### config.mk
export PLATFORM = sky130hd
export DESIGN_NAME = pwm_timebase
export DESIGN_NICKNAME = d
export VERILOG_FILES = /design/src/rtl/pwm_pkg.sv /design/src/rtl/pwm_rep_counter.sv /design/src/rtl/pwm_timebase.sv
export SDC_FILE = /design/constraint.sdc
export NUM_CORES = 1
export LEC_CHECK = 0
export BUFFER_PORTS_ARGS = -buffer_cell sky130_fd_sc_hd__buf_2
export CAP_MARGIN = 10
export CORE_MARGIN = 2
export CORE_UTILIZATION = 44
export DETAILED_ROUTE_END_ITERATION = 8
export PLACE_DENSITY = 0.75
export SLEW_MARGIN = 20
export SYNTH_ARGS = -nofsm -noshare
export SYNTH_HDL_FRONTEND = slang
export SYNTH_HIERARCHICAL = 1
export SYNTH_SLANG_ARGS = --single-unit
### constraint.sdc
create_clock -name clk_psc_i -period 2.87 [get_ports clk_psc_i]
set_input_delay 0.287 -clock clk_psc_i [delete_from_list [all_inputs] [get_ports clk_psc_i]]
set_output_delay 0.287 -clock clk_psc_i [all_outputs]
set_load 0.01 [all_outputs]
### src/rtl/pwm_pkg.sv
// ============================================================================
// pwm_pkg : shared count-mode encodings, FSM states and mode decode helper
// Rev 1.0 : initial release
// ============================================================================
`default_nettype none

package pwm_pkg;

  typedef enum logic [1:0] {
    MODE_UP     = 2'b00,
    MODE_DOWN   = 2'b01,
    MODE_CENTER = 2'b10
  } mode_e;

  typedef enum logic [1:0] {
    ST_IDLE = 2'b00,
    ST_RUN  = 2'b01,
    ST_DONE = 2'b10
  } state_e;

  // The reserved encoding 2'b11 behaves as up-counting.
  function automatic mode_e decode_mode(input logic [1:0] raw);
    case (raw)
      2'b01:   return MODE_DOWN;
      2'b10:   return MODE_CENTER;
      default: return MODE_UP;
    endcase
  endfunction

endpackage

`default_nettype wire

### src/rtl/pwm_rep_counter.sv
// ============================================================================
// pwm_rep_counter : loadable down-counter with zero flag for update skipping
// Rev 1.0 : initial release
// ============================================================================
`default_nettype none

module pwm_rep_counter #(
  parameter int WIDTH = 8
) (
  input  logic             clk_psc_i,
  input  logic             rst_n_i,
  input  logic             load_i,
  input  logic [WIDTH-1:0] load_val_i,
  input  logic             dec_i,
  output logic             zero_o
);

  logic [WIDTH-1:0] r_cnt;

  always_ff @(posedge clk_psc_i) begin
    if (!rst_n_i) begin
      r_cnt <= '0;
    end else if (load_i) begin
      r_cnt <= load_val_i;
    end else if (dec_i && (r_cnt != '0)) begin
      r_cnt <= r_cnt - 1'b1;
    end
  end

  assign zero_o = (r_cnt == '0);

endmodule

`default_nettype wire

### src/rtl/pwm_timebase.sv
// ============================================================================
// pwm_timebase : up/down/center PWM counter with shadowed auto-reload,
//                one-pulse mode and optional repetition counter (PWM_REP_CNT_EN)
// Rev 1.0 : initial release
// ============================================================================
`default_nettype none

module pwm_timebase
  import pwm_pkg::*;
#(
  parameter int WIDTH     = 16,
  parameter int REP_WIDTH = 8
) (
  input  logic                 clk_psc_i,
  input  logic                 rst_n_i,
  input  logic                 ck_cnt_i,
  input  logic                 cnt_en_i,
  input  logic [1:0]           mode_i,
  input  logic                 opm_i,
  input  logic                 ug_i,
  input  logic [WIDTH-1:0]     arr_preload_i,
  input  logic [REP_WIDTH-1:0] rep_preload_i,
  output logic [WIDTH-1:0]     cnt_o,
  output logic                 dir_o,
  output logic                 overflow_o,
  output logic                 update_o,
  output logic                 running_o
);

  state_e           r_state;
  mode_e            r_mode;
  logic [WIDTH-1:0] r_cnt;
  logic [WIDTH-1:0] r_arr_shadow;
  logic             r_dir;
  logic             r_overflow;
  logic             r_update;

  mode_e            w_mode_in;
  logic             w_idle_load;
  logic             w_run;
  logic             w_ug;
  logic             w_tick;
  logic             w_bnd_cond;
  logic             w_boundary;
  logic             w_update;
  logic [WIDTH-1:0] w_cnt_step;
  logic             w_dir_step;

  assign w_mode_in   = decode_mode(mode_i);
  assign w_idle_load = !cnt_en_i || (r_state == ST_IDLE);
  assign w_run       = cnt_en_i && (r_state == ST_RUN);
  assign w_ug        = w_run && ug_i;
  assign w_tick      = w_run && !ug_i && ck_cnt_i;
  assign w_boundary  = w_tick && w_bnd_cond;

  always_comb begin
    w_cnt_step = r_cnt;
    w_dir_step = r_dir;
    w_bnd_cond = 1'b0;
    if (r_arr_shadow == '0) begin
      w_cnt_step = '0;
      w_bnd_cond = 1'b1;
    end else begin
      case (r_mode)
        MODE_DOWN: begin
          if (r_cnt == '0) begin
            w_cnt_step = r_arr_shadow;
            w_bnd_cond = 1'b1;
          end else begin
            w_cnt_step = r_cnt - 1'b1;
          end
        end
        MODE_CENTER: begin
          if (!r_dir && (r_cnt == r_arr_shadow)) begin
            w_cnt_step = r_arr_shadow - 1'b1;
            w_dir_step = 1'b1;
            w_bnd_cond = 1'b1;
          end else if (r_dir && (r_cnt == '0)) begin
            w_cnt_step = {{(WIDTH-1){1'b0}}, 1'b1};
            w_dir_step = 1'b0;
            w_bnd_cond = 1'b1;
          end else begin
            w_cnt_step = r_dir ? (r_cnt - 1'b1) : (r_cnt + 1'b1);
          end
        end
        default: begin
          if (r_cnt == r_arr_shadow) begin
            w_cnt_step = '0;
            w_bnd_cond = 1'b1;
          end else begin
            w_cnt_step = r_cnt + 1'b1;
          end
        end
      endcase
    end
  end

`ifdef PWM_REP_CNT_EN
  logic [REP_WIDTH-1:0] r_rep_shadow;
  logic [REP_WIDTH-1:0] w_rep_val;
  logic                 w_rep_zero;
  logic                 w_rep_load;

  // Only the boundary that finds the repetition count exhausted updates.
  assign w_update   = w_ug || (w_boundary && w_rep_zero);
  assign w_rep_load = w_idle_load || w_update;
  assign w_rep_val  = (w_idle_load || w_ug) ? rep_preload_i : r_rep_shadow;

  pwm_rep_counter #(
    .WIDTH(REP_WIDTH)
  ) u_rep_counter (
    .clk_psc_i  (clk_psc_i),
    .rst_n_i    (rst_n_i),
    .load_i     (w_rep_load),
    .load_val_i (w_rep_val),
    .dec_i      (w_boundary && !w_rep_zero),
    .zero_o     (w_rep_zero)
  );

  always_ff @(posedge clk_psc_i) begin
    if (!rst_n_i) begin
      r_rep_shadow <= '0;
    end else if (w_idle_load || w_update) begin
      r_rep_shadow <= rep_preload_i;
    end
  end
`else
  logic w_unused_rep;
  assign w_unused_rep = ^rep_preload_i;
  assign w_update     = w_ug || w_boundary;
`endif

  always_ff @(posedge clk_psc_i) begin
    if (!rst_n_i) begin
      r_state      <= ST_IDLE;
      r_mode       <= MODE_UP;
      r_cnt        <= '0;
      r_dir        <= 1'b0;
      r_arr_shadow <= '0;
      r_overflow   <= 1'b0;
      r_update     <= 1'b0;
    end else begin
      // Both event terms are already gated by RUN with the enable high.
      r_overflow <= w_boundary;
      r_update   <= w_update;
      if (w_idle_load) begin
        r_state      <= cnt_en_i ? ST_RUN : ST_IDLE;
        r_mode       <= w_mode_in;
        r_arr_shadow <= arr_preload_i;
        r_cnt        <= (w_mode_in == MODE_DOWN) ? arr_preload_i : '0;
        r_dir        <= (w_mode_in == MODE_DOWN);
      end else if (r_state == ST_RUN) begin
        if (w_ug) begin
          r_cnt <= (r_mode == MODE_DOWN) ? arr_preload_i : '0;
          r_dir <= (r_mode == MODE_DOWN);
        end else if (w_tick) begin
          r_cnt <= w_cnt_step;
          r_dir <= w_dir_step;
        end
        if (w_update) begin
          r_arr_shadow <= arr_preload_i;
          if (opm_i) begin
            r_state <= ST_DONE;
          end
        end
      end
    end
  end

  assign cnt_o      = r_cnt;
  assign dir_o      = r_dir;
  assign overflow_o = r_overflow;
  assign update_o   = r_update;
  assign running_o  = (r_state == ST_RUN);

endmodule

`default_nettype wire
=== Word level (Yosys, flattened, before mapping) ===
Cells that the tools add are included.

* Logic and storage cells: 79
* Output and inout port bits: 20
* Register bits: 39
* Input bits: 32

* Reductions and logical operators: 25
* Eq/ne operators: 8
* Mux-type cells: 36
* Add/sub/neg operators: 3

{| class="wikitable"
|+ Operator list
! cell !! number
|-
| two-way mux 16 bit || 15
|-
| zero test 16 bit || 2
|-
| case mux 16 bit (2 select lines) || 1
|-
| subtractor 16 x 1 -> 16 bit, second input constant || 2
|-
| adder 16 x 1 -> 16 bit, second input constant || 1
|-
| equality test 16 bit || 1
|-
| two-way mux 1 bit || 14
|-
| equality test 2 x 1 -> 1 bit, second input constant || 4
|-
| two-way mux 2 bit || 4
|-
| logical AND 1 bit || 7
|-
| nonzero test 2 bit || 3
|-
| nonzero test 3 bit || 2
|-
| AND reduction 5 bit || 1
|-
| equality test 2 bit, second input constant || 2
|-
| case mux 2 bit (2 select lines) || 1
|-
| AND reduction 2 bit || 2
|-
| nonzero test 4 bit || 1
|-
| zero test 1 bit || 3
|-
| != test 3 bit, second input constant || 1
|-
| AND reduction 3 bit || 1
|-
| zero test 2 bit || 1
|-
| logical OR 1 bit || 2
|-
| case mux 1 bit (2 select lines) || 1
|}

=== Depth between registers and ports, before layout ===
* Depth in word-level cells: 11
* Depth in mapped cells: 10
* Gate-level depth less buffers: 8

=== Least setup slack after synthesis ===
OpenSTA, ideal clock, no wires.

* Path type: reg2reg
* Start point: register r_arr_shadow[7]
* End point: register r_state[0]
* Buffers on the path: 2
* Arrival: 2.507 ns
* Path slack: 0.238 ns
* Stages on the path, launching flop included: 9
* Required time: 2.745 ns
* Cells stage by stage: dfxtp_1 buf_6 or4_4 or4_4 or4_4 nor2b_4 a31oi_4 buf_6 a31oi_1

* Word-level cells in the longest chain between the ends: 9
* Elaborated cells on any way between the ends: 11
* Classes of those cells: 1 x eq/ne; 4 x mux; 6 x reduce/logical

{| class="wikitable"
|+ RTL lines
! item !! RTL line !! text
|-
| start: declaration || pwm_timebase.sv:33 || <nowiki>logic [WIDTH-1:0] r_arr_shadow;</nowiki>
|-
| start signal: assignment || pwm_timebase.sv:149 || <nowiki>r_arr_shadow <= arr_preload_i;</nowiki>
|-
| start signal: assignment || pwm_timebase.sv:161 || <nowiki>r_arr_shadow <= arr_preload_i;</nowiki>
|-
| equality test 16 bit || pwm_timebase.sv:74, pwm_timebase.sv:87 ||
|-
| logical AND 1 bit || pwm_timebase.sv:74 || <nowiki>if (!r_dir && (r_cnt == r_arr_shadow)) begin</nowiki>
|-
| two-way mux 1 bit || pwm_timebase.sv:74 ||
|-
| case mux 1 bit (2 select lines) || pwm_timebase.sv:64 || <nowiki>case (r_mode)</nowiki>
|-
| two-way mux 1 bit (*) || pwm_timebase.sv:60 || <nowiki>if (r_arr_shadow == '0) begin</nowiki>
|-
| logical AND 1 bit (*) || pwm_timebase.sv:54 || <nowiki>assign w_boundary = w_tick && w_bnd_cond;</nowiki>
|-
| logical OR 1 bit (*) || pwm_timebase.sv:130 || <nowiki>assign w_update = w_ug || w_boundary;</nowiki>
|-
| nonzero test 2 bit (no line) (*) || -- ||
|-
| AND reduction 3 bit (no line) (*) || -- ||
|-
| end signal: assignment || pwm_timebase.sv:147 || <nowiki>r_state <= cnt_en_i ? ST_RUN : ST_IDLE;</nowiki>
|-
| end: declaration || pwm_timebase.sv:30 || <nowiki>state_e r_state;</nowiki>
|}

Every way passes the cells marked *; elsewhere a longest branch is shown, timed or not.
A chain may end at the register's enable or synchronous reset.

=== Worst setup path after layout ===
* Start point: register r_arr_shadow[7]
* End point: register r_arr_shadow[8]

* Word-level cells in the longest chain between the ends: 9
* Elaborated cells on any way between the ends: 11
* Classes of those cells: 1 x eq/ne; 4 x mux; 6 x reduce/logical

{| class="wikitable"
|+ RTL lines
! item !! RTL line
|-
| equality test 16 bit || pwm_timebase.sv:74, pwm_timebase.sv:87
|-
| logical AND 1 bit || pwm_timebase.sv:74
|-
| two-way mux 1 bit || pwm_timebase.sv:74
|-
| case mux 1 bit (2 select lines) || pwm_timebase.sv:64
|-
| two-way mux 1 bit (*) || pwm_timebase.sv:60
|-
| logical AND 1 bit (*) || pwm_timebase.sv:54
|-
| logical OR 1 bit (*) || pwm_timebase.sv:130
|-
| nonzero test 2 bit (no line) (*) || --
|-
| AND reduction 2 bit (no line) (*) || --
|}

Marks and branches as above.

==> metrics.md <==
| Metric | Value |
|---|---|
| Status | complete, no violations |
| Post-route insts no fill | ~650 |
| Synth Cell Area | between 0.003 and 0.004 sq mm |
| Reg clk slew, reported paths | approximately 0.090 ns |
| Clock Skew | between 0.01 and 0.015 ns |
| Die X | approximately 93 um |
| Xor and xnor area share after synthesis | 0.122 |
| Primary FF master, synth | dfxtp_1 |
| I/O Buffers | 43 |
| Yosys top cell area share | 0.222 |
| Routability cong. | around 1.0 |
| Max Freq | roughly 0.36 GHz |
| Crit Path Max Fanout | 14 |
| Clock Latency Late Sink | 0.30 ns |
| Hpwl dp | between 9 and 10 mm |
| Clock buffer count from CTS | 5 |
| Synth Area in Compound Gates | 0.253 |
| Fin util | 0.535 |
| Pre-CTS setup slack | between 0.1 and 0.15 ns |
| Mux cell area share after synthesis | 0.00284 |
| Critical R2R Launch | r_arr_shadow[7] |
| Final WL | ~13 mm |
| Synth Area in Simple Gates | 0.308 |
| Ys async rst share | 0 |
| DIE HEIGHT | just over 90 um |
| Gr ovfl total | 0 |
| Rel. slew slack | 0.498 |
| Yosys reg bits | 39 |
| DR DRC count | 0 |
| Clock buffer depth | 2 |
| H-tree depth | 2 |
| HP Start | arr_preload_i[15] |
| Synth cell types | 60 |
| Period utilization | 0.970 |
| Initial antenna violation count | 0 |
| DP Cell Count | around 640 |
| Ys Warns | 6 |
| Fillers | just under 800 |
| Synth top area cells | dfxtp_1, xor2_1, nand2_1 |
| Via count | roughly 4100 |
| 1st-iter DRT viols | 430 |
| CTS tree | done |
| Reg area | just under 800 sq um |
| Crit path arrival time | 3.02 ns |
| Main combinational cell family by area after synthesis | simple AND/OR/NAND/NOR gates |
| Ant diodes | 0 |
| Root Buffer | clkbuf_8 |
| Flop-to-flop setup slack | about 0.087 ns |
| Max incr delay on CP | ~0.57 ns |
| Largest net degree at the start of global routing | 38 |
| Vias in the first global route | ~3600 |
| EDFF count, synth | 0 |
| Setup tns final | 0 ns |
| Via/cell ratio | between 6 and 7 |
| Area leader, netlist | dfxtp_1 |
| Average cell area after synthesis | ~7 sq um |
| Worst Hold Path EP | r_arr_shadow[15] |
| Post-route minimum period | between 2 and 3 ns |
| Total setup violations reported at the end of the flow | 0 |
| Worst-path cell chain | or4_4, or4_4, or4_4, nor2b_4, a31oi_4, buf_12, buf_12, nand3_1, o21ai_2 |
| CP most frequent cell | or4_4 |
| Hold path cells | 3 |
| Die area | between 0.008 and 0.009 sq mm |
| RSZ-0062 raised after global routing | no |
| I/O pin cnt | 52 |
| Critical path type | flop to flop |
| Startpoint Class | flop |
| Leak | 1.69 nW |
| Pwr Total | between 1.5 and 2 mW |
| Fin. max-slew vios | 0 |
| Gr usage total | 0.282 |
| Hold Fails Final Rpt | 0 |
| Crit end category | flop |
| Worst path required time | ~3.1 ns |
| First-pass DRT Iterations | 7 |
| Final net count | roughly 600 |
| Starting Density | 0.456 |
| R2R depth | 9 |
| Post-route setup slack | 0.0872 ns |
| Maximum Capacitance Violations | 0 |
| Peak supply drop | around 0.00023 V |
| Core Region | 0.00773 sq mm |
| Worst-Margin Slew | ~0.74 ns |
| Average wire per standard cell | 19.4 um |
| Rows | 32 |
| First-pass GRT wire length | between 15 and 20 mm |
| Syn nets | 530 |
| Area of the multi-input gates | around 0.0025 sq mm |
| Sink Count | 39 |
| R2r endpoint | r_arr_shadow[8] |
| Post-route ant nets | 0 |
| Cells after Synth | just under 500 |
| P per Cell Area | around 400 mW/mm^2 |
| Layout cells sized above 1 | 0.205 |
| CP max-delay cell | or4_4 |
| Min-Delay Path Class | input port to flop |
| Adder-Cell Fraction of Synth Area | 0.0213 |
| Layout area overhead | 17.5% |
| Seq/Total Area, Yosys | 0.222 |
==> worst max path at each step <==
stage / start / endpoint / cells past startpoint / slack (ns)
global route: r_arr_shadow[7] / r_arr_shadow[10] / 9 / 0.01
finish: r_arr_shadow[7] / r_arr_shadow[8] / 9 / 0.09
global placement: r_arr_shadow[7] / r_arr_shadow[7] / 8 / 0.14
CTS: r_arr_shadow[7] / r_arr_shadow[8] / 8 / 0.08
floorplan: r_arr_shadow[7] / r_state[0] / 8 / 0.24
detailed placement: r_arr_shadow[7] / r_arr_shadow[8] / 8 / 0.11
==> power breakdown <==
part	total (mW)	leakage, nW	internal (mW)	switching, mW
clock	0.395	0.0402	0.170	0.225
sequential	0.626	0.320	0.573	0.0533
combinational	0.630	1.33	0.259	0.372
total	1.65	1.69	1.00	0.650
==> through the flow <==
stage	hold WS (ns)	instance area, sq um
6_report	0.215	4140
5_1_grt	0.228	4140
4_1_cts	0.215	4070
3_5_place_dp	0.501	3980
3_3_place_gp	0.482	3980
2_1_floorplan	0.404	3520
==> worst max-delay path: cells and delay by family (launching register included) <==
kind | cells | cell delay [ns]
compound gates | 2 | 0.33
buf+inv | 2 | 0.28
flops | 1 | 0.32
simple gates | 5 | 1.77
==> sequential cells by signal (all words and copies together) (netlist names) <==
register / flops
cnt_o: 16
dir_o: 1
overflow_o: 1
r_state: 2
r_arr_shadow: 16
r_mode: 2
update_o: 1
==> final cells by class <==
| class | count | share of cell area |
|---|---|---|
| Clock inverter | 3 | 0.00484 |
| Sequential cell | 39 | 0.189 |
| Tap cell | 102 | 0.0308 |
| Clock buffer | 5 | 0.0166 |
| Inverter | 12 | 0.0109 |
| Timing Repair Buffer | 89 | 0.147 |
| Multi-Input combinational cell | 398 | 0.601 |
==> placed cells by master (no fill, tap or decap), types with 6 or more instances in the layout <==
master	Yosys	final
o21ai_2	9	9
nor3_1	24	24
inv_1	12	12
ha_1	6	6
o211ai_1	7	7
nand2_1	58	58
buf_2	1	43
nor2b_1	6	6
nand3_1	32	32
o21ai_0	39	38
nor4_1	9	9
or3_1	7	7
dfxtp_1	39	39
buf_4	1	42
nor2_1	29	29
a21oi_1	29	29
xor2_1	28	28
and4_1	7	7
nand4_1	12	12
xnor2_1	21	21
==> kinds of logic (layout without fill, tap and decap cells) <==
logic type | Yosys count | after routing
AO/OA/AOI/OAI | 133 | 133
XOR/XNOR | 49 | 49
adder cells (fa/ha/maj) | 6 | 6
buffers and inverters | 55 | 109
flip-flops | 39 | 39
multiplexers | 1 | 1
AND/OR/NAND/NOR | 209 | 209
==> routing by layer <==
metal	up-vias	share of wire	wire, um	global-route usage
li1	1892	-	-	-
met1	1887	0.45	5610	0.411
met2	252	0.44	5520	0.427
met3	28	0.093	1170	0.0395
met4	0	0.021	265	0.0882
met5	-	0	0	0
==> synthesized netlist by cell type, types with 4 or more instances <==
| library cell | number |
|---|---|
| a21oi_1 | 29 |
| a221oi_1 | 5 |
| a31oi_1 | 5 |
| and4_1 | 7 |
| buf_6 | 4 |
| clkbuf_1 | 32 |
| dfxtp_1 | 39 |
| ha_1 | 6 |
| inv_1 | 12 |
| nand2_1 | 58 |
| nand3_1 | 32 |
| nand3b_1 | 5 |
| nand4_1 | 12 |
| nor2_1 | 29 |
| nor2b_1 | 6 |
| nor3_1 | 24 |
| nor4_1 | 9 |
| o211ai_1 | 7 |
| o21a_1 | 5 |
| o21ai_0 | 39 |
| o21ai_2 | 9 |
| o31ai_1 | 5 |
| o41ai_1 | 4 |
| or3_1 | 7 |
| xnor2_1 | 21 |
| xor2_1 | 28 |
==> timing repair <==
action	CTS	global route
buffers inserted	0	4
hold buffers	0	0
resized for setup	0	1
setup endpoints to repair	0	2
(Power assumes the default switching activity.)
